<file path="src/rtl/mem_wb_sram_stage.sv">
// MEM/WB stage: multi-cycle SRAM access FSM that freezes the upstream pipeline, plus the MEM/WB register.
// Define SRAM_WRITE_BUFFER_EN to add a one-entry posted-write buffer (extra FSM state WBUF).
module mem_wb_sram_stage #(
    parameter int WAIT_CYCLES = 3
) (
    input  logic        clk,
    input  logic        rst,
    input  logic        WB_EN_in,
    input  logic        MEM_R_EN,
    input  logic        MEM_W_EN,
    input  logic [31:0] ALU_Res,
    input  logic [31:0] Val_Rm,
    input  logic [3:0]  Dest_in,
    output logic        freeze,
    output logic        writeBackEn,
    output logic [3:0]  Dest_wb,
    output logic [31:0] Result_WB,
    output logic [17:0] SRAM_ADDR,
    output logic [31:0] SRAM_DQ_out,
    input  logic [31:0] SRAM_DQ_in,
    output logic        SRAM_WE_N,
    output logic        SRAM_OE_N
);

    localparam logic [1:0] S_IDLE   = 2'd0;
    localparam logic [1:0] S_ACCESS = 2'd1;
    localparam logic [1:0] S_DONE   = 2'd2;
`ifdef SRAM_WRITE_BUFFER_EN
    localparam logic [1:0] S_WBUF   = 2'd3;
`endif
    localparam logic [3:0] LAST = 4'(WAIT_CYCLES - 1);

    logic [1:0]  state;
    logic [3:0]  cnt;
    logic [31:0] rdata;
    logic        is_wr;
    logic        mem_op;
    logic [17:0] word_addr;

    assign mem_op    = MEM_R_EN | MEM_W_EN;
    assign word_addr = 18'((ALU_Res - 32'd1024) >> 2);

`ifdef SRAM_WRITE_BUFFER_EN
    logic        wbuf_vld;
    logic [17:0] wbuf_addr;
    logic [31:0] wbuf_data;
    logic        frz_q;
    logic        post_wr;

    // A store that was held behind a drain goes through the normal ACCESS path, not the buffer.
    assign post_wr   = (state == S_IDLE) && MEM_W_EN && !MEM_R_EN && !wbuf_vld && !frz_q;
    assign freeze    = mem_op && (state != S_DONE) && !post_wr;
    assign SRAM_WE_N = !(((state == S_ACCESS) && is_wr) || (state == S_WBUF));
    assign SRAM_ADDR = (state == S_WBUF) ? wbuf_addr : word_addr;
    assign SRAM_DQ_out = (state == S_WBUF) ? wbuf_data : Val_Rm;
`else
    assign freeze      = mem_op && (state != S_DONE);
    assign SRAM_WE_N   = !((state == S_ACCESS) && is_wr);
    assign SRAM_ADDR   = word_addr;
    assign SRAM_DQ_out = Val_Rm;
`endif
    assign SRAM_OE_N = !((state == S_ACCESS) && !is_wr);

    always_ff @(posedge clk or negedge rst) begin
        if (!rst) begin
            state <= S_IDLE;
            cnt   <= '0;
            rdata <= '0;
            is_wr <= 1'b0;
`ifdef SRAM_WRITE_BUFFER_EN
            wbuf_vld  <= 1'b0;
            wbuf_addr <= '0;
            wbuf_data <= '0;
            frz_q     <= 1'b0;
`endif
        end else begin
`ifdef SRAM_WRITE_BUFFER_EN
            frz_q <= freeze;
`endif
            case (state)
                S_IDLE: begin
                    cnt <= '0;
`ifdef SRAM_WRITE_BUFFER_EN
                    if (post_wr) begin
                        state     <= S_WBUF;
                        wbuf_vld  <= 1'b1;
                        wbuf_addr <= word_addr;
                        wbuf_data <= Val_Rm;
                    end else
`endif
                    if (mem_op) begin
                        state <= S_ACCESS;
                        // Loads win if both enables are raised, keeping the strobes exclusive.
                        is_wr <= MEM_W_EN & ~MEM_R_EN;
                    end
                end
                S_ACCESS: begin
                    cnt <= cnt + 4'd1;
                    if (cnt == LAST) begin
                        if (!is_wr) rdata <= SRAM_DQ_in;
                        state <= S_DONE;
                    end
                end
                S_DONE: state <= S_IDLE;
`ifdef SRAM_WRITE_BUFFER_EN
                S_WBUF: begin
                    cnt <= cnt + 4'd1;
                    if (cnt == LAST) begin
                        wbuf_vld <= 1'b0;
                        state    <= S_IDLE;
                    end
                end
`endif
                default: state <= S_IDLE;
            endcase
        end
    end

    // MEM/WB register: a frozen cycle inserts a bubble and holds the payload.
    always_ff @(posedge clk or negedge rst) begin
        if (!rst) begin
            writeBackEn <= 1'b0;
            Dest_wb     <= '0;
            Result_WB   <= '0;
        end else if (freeze) begin
            writeBackEn <= 1'b0;
        end else begin
            writeBackEn <= WB_EN_in;
            Dest_wb     <= Dest_in;
            Result_WB   <= MEM_R_EN ? rdata : ALU_Res;
        end
    end

endmodule

</file>
<file path="config.mk">
export PLATFORM = sky130hd
export DESIGN_NAME = mem_wb_sram_stage
export DESIGN_NICKNAME = d
export VERILOG_FILES = /design/src/rtl/mem_wb_sram_stage.sv
export SDC_FILE = /design/constraint.sdc
export NUM_CORES = 1
export LEC_CHECK = 0
export BUFFER_PORTS_ARGS = -buffer_cell sky130_fd_sc_hd__buf_2
export CELL_PAD_IN_SITES_DETAIL_PLACEMENT = 2
export CELL_PAD_IN_SITES_GLOBAL_PLACEMENT = 2
export CORE_UTILIZATION = 28
export DETAILED_ROUTE_END_ITERATION = 16
export PLACE_DENSITY = 0.89
export SYNTH_ARGS = -nofsm -noshare
export SYNTH_HDL_FRONTEND = slang
export SYNTH_SLANG_ARGS = --single-unit
</file>
<file path="constraint.sdc">
create_clock -name clk -period 2.2 [get_ports clk]
set_input_delay 0.33 -clock clk [delete_from_list [all_inputs] [get_ports clk]]
set_output_delay 0.33 -clock clk [all_outputs]
set_load 0.005 [all_outputs]
</file>
* Yosys cells after proc, flatten, opt, wreduce, memory -nomap -nowiden
Cells that the tools add are included.
** Word-level totals
- Input bits :: 105
- Register bits :: 76
- Output and inout port bits :: 90
** Operators by class
- Multiplexer cells :: 6
- Equality and inequality tests :: 5
- $add $sub $neg :: 2
- Reductions and logical operators :: 11
- Bitwise logic cells :: 4
** Operators with widths (count)
- $mux W32 :: 1
- $sub A20 B11 Y20 const B :: 1
- $pmux W4 S2 :: 1
- $add A4 B1 Y4 const B :: 1
- $eq A4 B2 Y1 const B :: 1
- $mux W2 :: 2
- $ne A2 B2 Y1 const B :: 2
- $pmux W2 S2 :: 1
- $reduce_and A2 Y1 :: 2
- $logic_and A1 B1 Y1 :: 3
- $logic_not A1 Y1 :: 3
- $reduce_and A3 Y1 :: 1
- $eq A2 B1 Y1 const B :: 1
- $logic_not A2 Y1 :: 1
- $ne A2 B1 Y1 const B :: 1
- $not A1 Y1 :: 2
- $reduce_bool A2 Y1 :: 1
- $and A1 B1 Y1 :: 1
- $mux W1 :: 1
- $or A1 B1 Y1 :: 1

* Longest topological paths before layout
- Depth in word-level cells :: 3
- Mapped depth :: 7
- Gate-level depth less buffers :: 5

* Least setup slack after synthesis
Ideal clock, no wire load.
- Path type :: register to register
- Start point :: reg cnt[0]
- End point :: reg rdata[10]
- Clock period less this slack :: 1.952 ns
- Cell stages (with the launch flop) :: 8
- Arrival time :: 1.826 ns
- Path slack :: 0.248 ns
- Data required time :: 2.075 ns
- Cells stage by stage :: dfrtp_1 > inv_1 > ha_1 > or3b_1 > or3_1 > buf_6 > buf_12 > mux2_4
** Between the ends
- Longest elaborated chain between the ends :: 2
** Ends and longest elaborated chain
- start: declaration :: RTL line 34 : logic [3:0] cnt;
- start signal: assignment :: RTL line 98 : cnt <= cnt + 4'd1;
- $eq A4 B2 Y1 :: RTL line 99 : if (cnt == LAST) begin
- $reduce_and A3 Y1 (no source line)
- end signal: assignment :: RTL line 100 : if (!is_wr) rdata <= SRAM_DQ_in;
- end: declaration :: RTL line 35 : logic [31:0] rdata;
No other way between the ends.
A chain may end at the register's enable or synchronous reset.

* Worst setup path after layout
- Start point :: reg cnt[0]
- End point :: reg rdata[13]
The elaborated chain is that of the path after synthesis.

==> reports/summary.txt <==
Net Sw Frac = 28.5%
Final period util = 97.2%
Reg clk slew, reported paths = 60 ps
Psw = 1.72 mW
area of the core = 13,400 sq um
Placed Area = 4440 sq um
worst skew pair latency = 340 ps
first-pass GRT wire length = 15.8 mm
# fillers = 1,408
die footprint = 14,400 sq um
Synthesized Nets = 394
Worst EP arrival = 2360 ps
CP required = 2420 ps
Final Slew Violations = 0
register area share after synthesis = 48.9%
Fin. Hold Viols = 0
Final nets = 493
status = complete, no violations
setup_tns = 0 ps
Crit Path Max Fanout = 25
I/O pin cnt = 195
Synth area leader = dfrtp_1
HPWL after DPL = 7.56 mm
CTS tree = yes
register area = 1900 sq um
crit end category = register
Synth top area share = 48.9%
final setup fails = 0
# Post-CTS Setup Buffers = 0
Final Cell Area = 4740 sq um
clock tree buffer depth = 2
DRC = 0
# diodes = 0
post-CTS sizing = 0
Worst slew margin = 61.6%
Hold Buf Count CTS = 1
PD cells = 1270 nW/um^2
Syn Inst Count = 286
Max-Cap Viols = 0
Multi-input gate area = 1560 sq um
Post-synth EDFFs = 0
Pwr Total = 6.04 mW
Clock Sinks = 76
Final Critical Period = 2140 ps
Worst-Margin Slew = 572 ps
HP Class = in2reg
Synth cell types = 29
Port Buffers = 130
synthesized cell area = 3890 sq um
WS Path Type = reg2reg
RSZ-0062 raised after global routing = false
Die X = 120 um
initial antenna violation count = 0
via/cell ratio = 4.48
Peak VDD IR = 0.456 mV
gr ovfl total = 0
internal power = 4.32 mW
Final ANT Viol Nets = 0
clock share of power = 24.3%
site row count = 42
TritonRoute pass-1 iters = 5
most frequent cells in the layout = buf_2, dfrtp_1, mux2_2
Combinational Power Share = 34.3%
vias in the first global route = 2,881
WL final = 9.90 mm
Area Overhead vs Synth = 22.1%
Synth Flop Type = dfrtp_1
Initial Utilization = 29.0%
clk root buf = clkbuf_16
Synth async-reset ratio = 100%
Worst R2R Setup Slack = 60 ps
sequential power share = 41.4%
DR iter-0 viols = 85
largest net degree at the start of global routing = 43
commonest non-fill, non-tap cell in the layout = buf_2
drt wl/cell = 17.6 um
Mean Syn Cell Area = 13.6 sq um
Vias = 2,529
CP Launch Type = register
die height = 120 um
Layout Skew = 5.40 ps
dominant cells by area after synthesis = dfrtp_1, mux2_2, mux2_4, buf_4, buf_12
CTS Buf Count = 9
Overall Global Routing Usage = 14.6%
H-tree levels = 3
Synth Warn # = 0
GPL Wtd Cong = 0.713
Pleak = 2.31 nW
layout cells sized above 1 = 65.5%
number of synthesized register bits = 76
max frequency = 468 MHz
==> through the flow <==
| stage | instances | worst slack (ps) | util, % | hold slack (ps) |
|---|---|---|---|---|
| global placement | 549 | 141 | 33.1 | 361 |
| finish | 564 | 62.3 | 35.4 | 226 |
| global route | 564 | 2.87 | 35.4 | 217 |
| floorplan | 286 | 248 | - | 34.4 |
| detailed placement | 549 | 64.9 | 33.1 | 364 |
| CTS | 564 | 57.1 | 35.4 | 208 |
==> power groups by stage <==
stage	Sequential [mW]	Clock [mW]	Combinational, mW
floorplan	2.43	0	1.41
global placement	2.45	0	1.99
detailed placement	2.52	0	2.12
CTS	2.51	1.52	2.13
global route	2.59	1.57	2.28
finish	2.50	1.47	2.07
==> layout make-up <==
| type | count | area share, % |
|---|---|---|
| tap | 176 | 4.64 |
| inverter | 5 | 0.396 |
| sequential | 76 | 40.1 |
| clock buffer | 12 | 5.41 |
| multi-input combinational | 152 | 32.9 |
| timing repair buffer | 141 | 15.8 |
| clock inverter | 2 | 0.739 |
==> state kept, by name, indices dropped and copies added, names as in the netlist <==
name         count
cnt              4
Dest_wb          4
rdata           32
state            2
Result_WB       32
writeBackEn      1
is_wr            1
==> cells by family after synthesis <==
group	synth area share [%]
mux	31.6
flops	48.9
buf+inv	11.2
simple gates	3.99
compound gates	1.51
xor+xnor	1.80
fa+ha+maj	0.966
==> routing by layer <==
metal / share of wire (%) / track usage, % / vias to the layer above
met2: 52 / 25.8 / 97
met4: 2.2 / 7.34 / 0
met1: 40 / 16.4 / 1271
li1: - / - / 1140
met3: 5.6 / 3.56 / 21
met5: 0 / 0 / -
==> cell usage after synthesis (all sizes together) (2+ instances only) <==
cell type / n
inv: 5
buf: 50
nor2: 7
nand2: 9
nand3: 4
dfrtp: 76
clkbuf: 3
nor3: 2
mux2: 98
nand3b: 2
xnor2: 6
o21ai: 6
ha: 3
xor2: 2
a21oi: 4
==> critical path: stages (launching register included) <==
cell	delay [ps]
dfrtp_1	390
inv_1	70
ha_1	140
or3b_1	400
or3_2	480
buf_12	210
mux2_4	320
==> path summary, 6_finish.rpt <==
kind / startpoint / end / cells past startpoint
setup / recovery: cnt[0] / rdata[13] / 6
hold / removal: SRAM_DQ_in[11] / rdata[11] / 2
setup reg to reg: cnt[0] / rdata[13] / 6
hold reg to reg: Result_WB[10] / Result_WB[10] / 1
max in group asynchronous: rst / Result_WB[24] / 3
min in group asynchronous: rst / Result_WB[9] / 2
No activity file was read; power rests on OpenSTA's default activity.
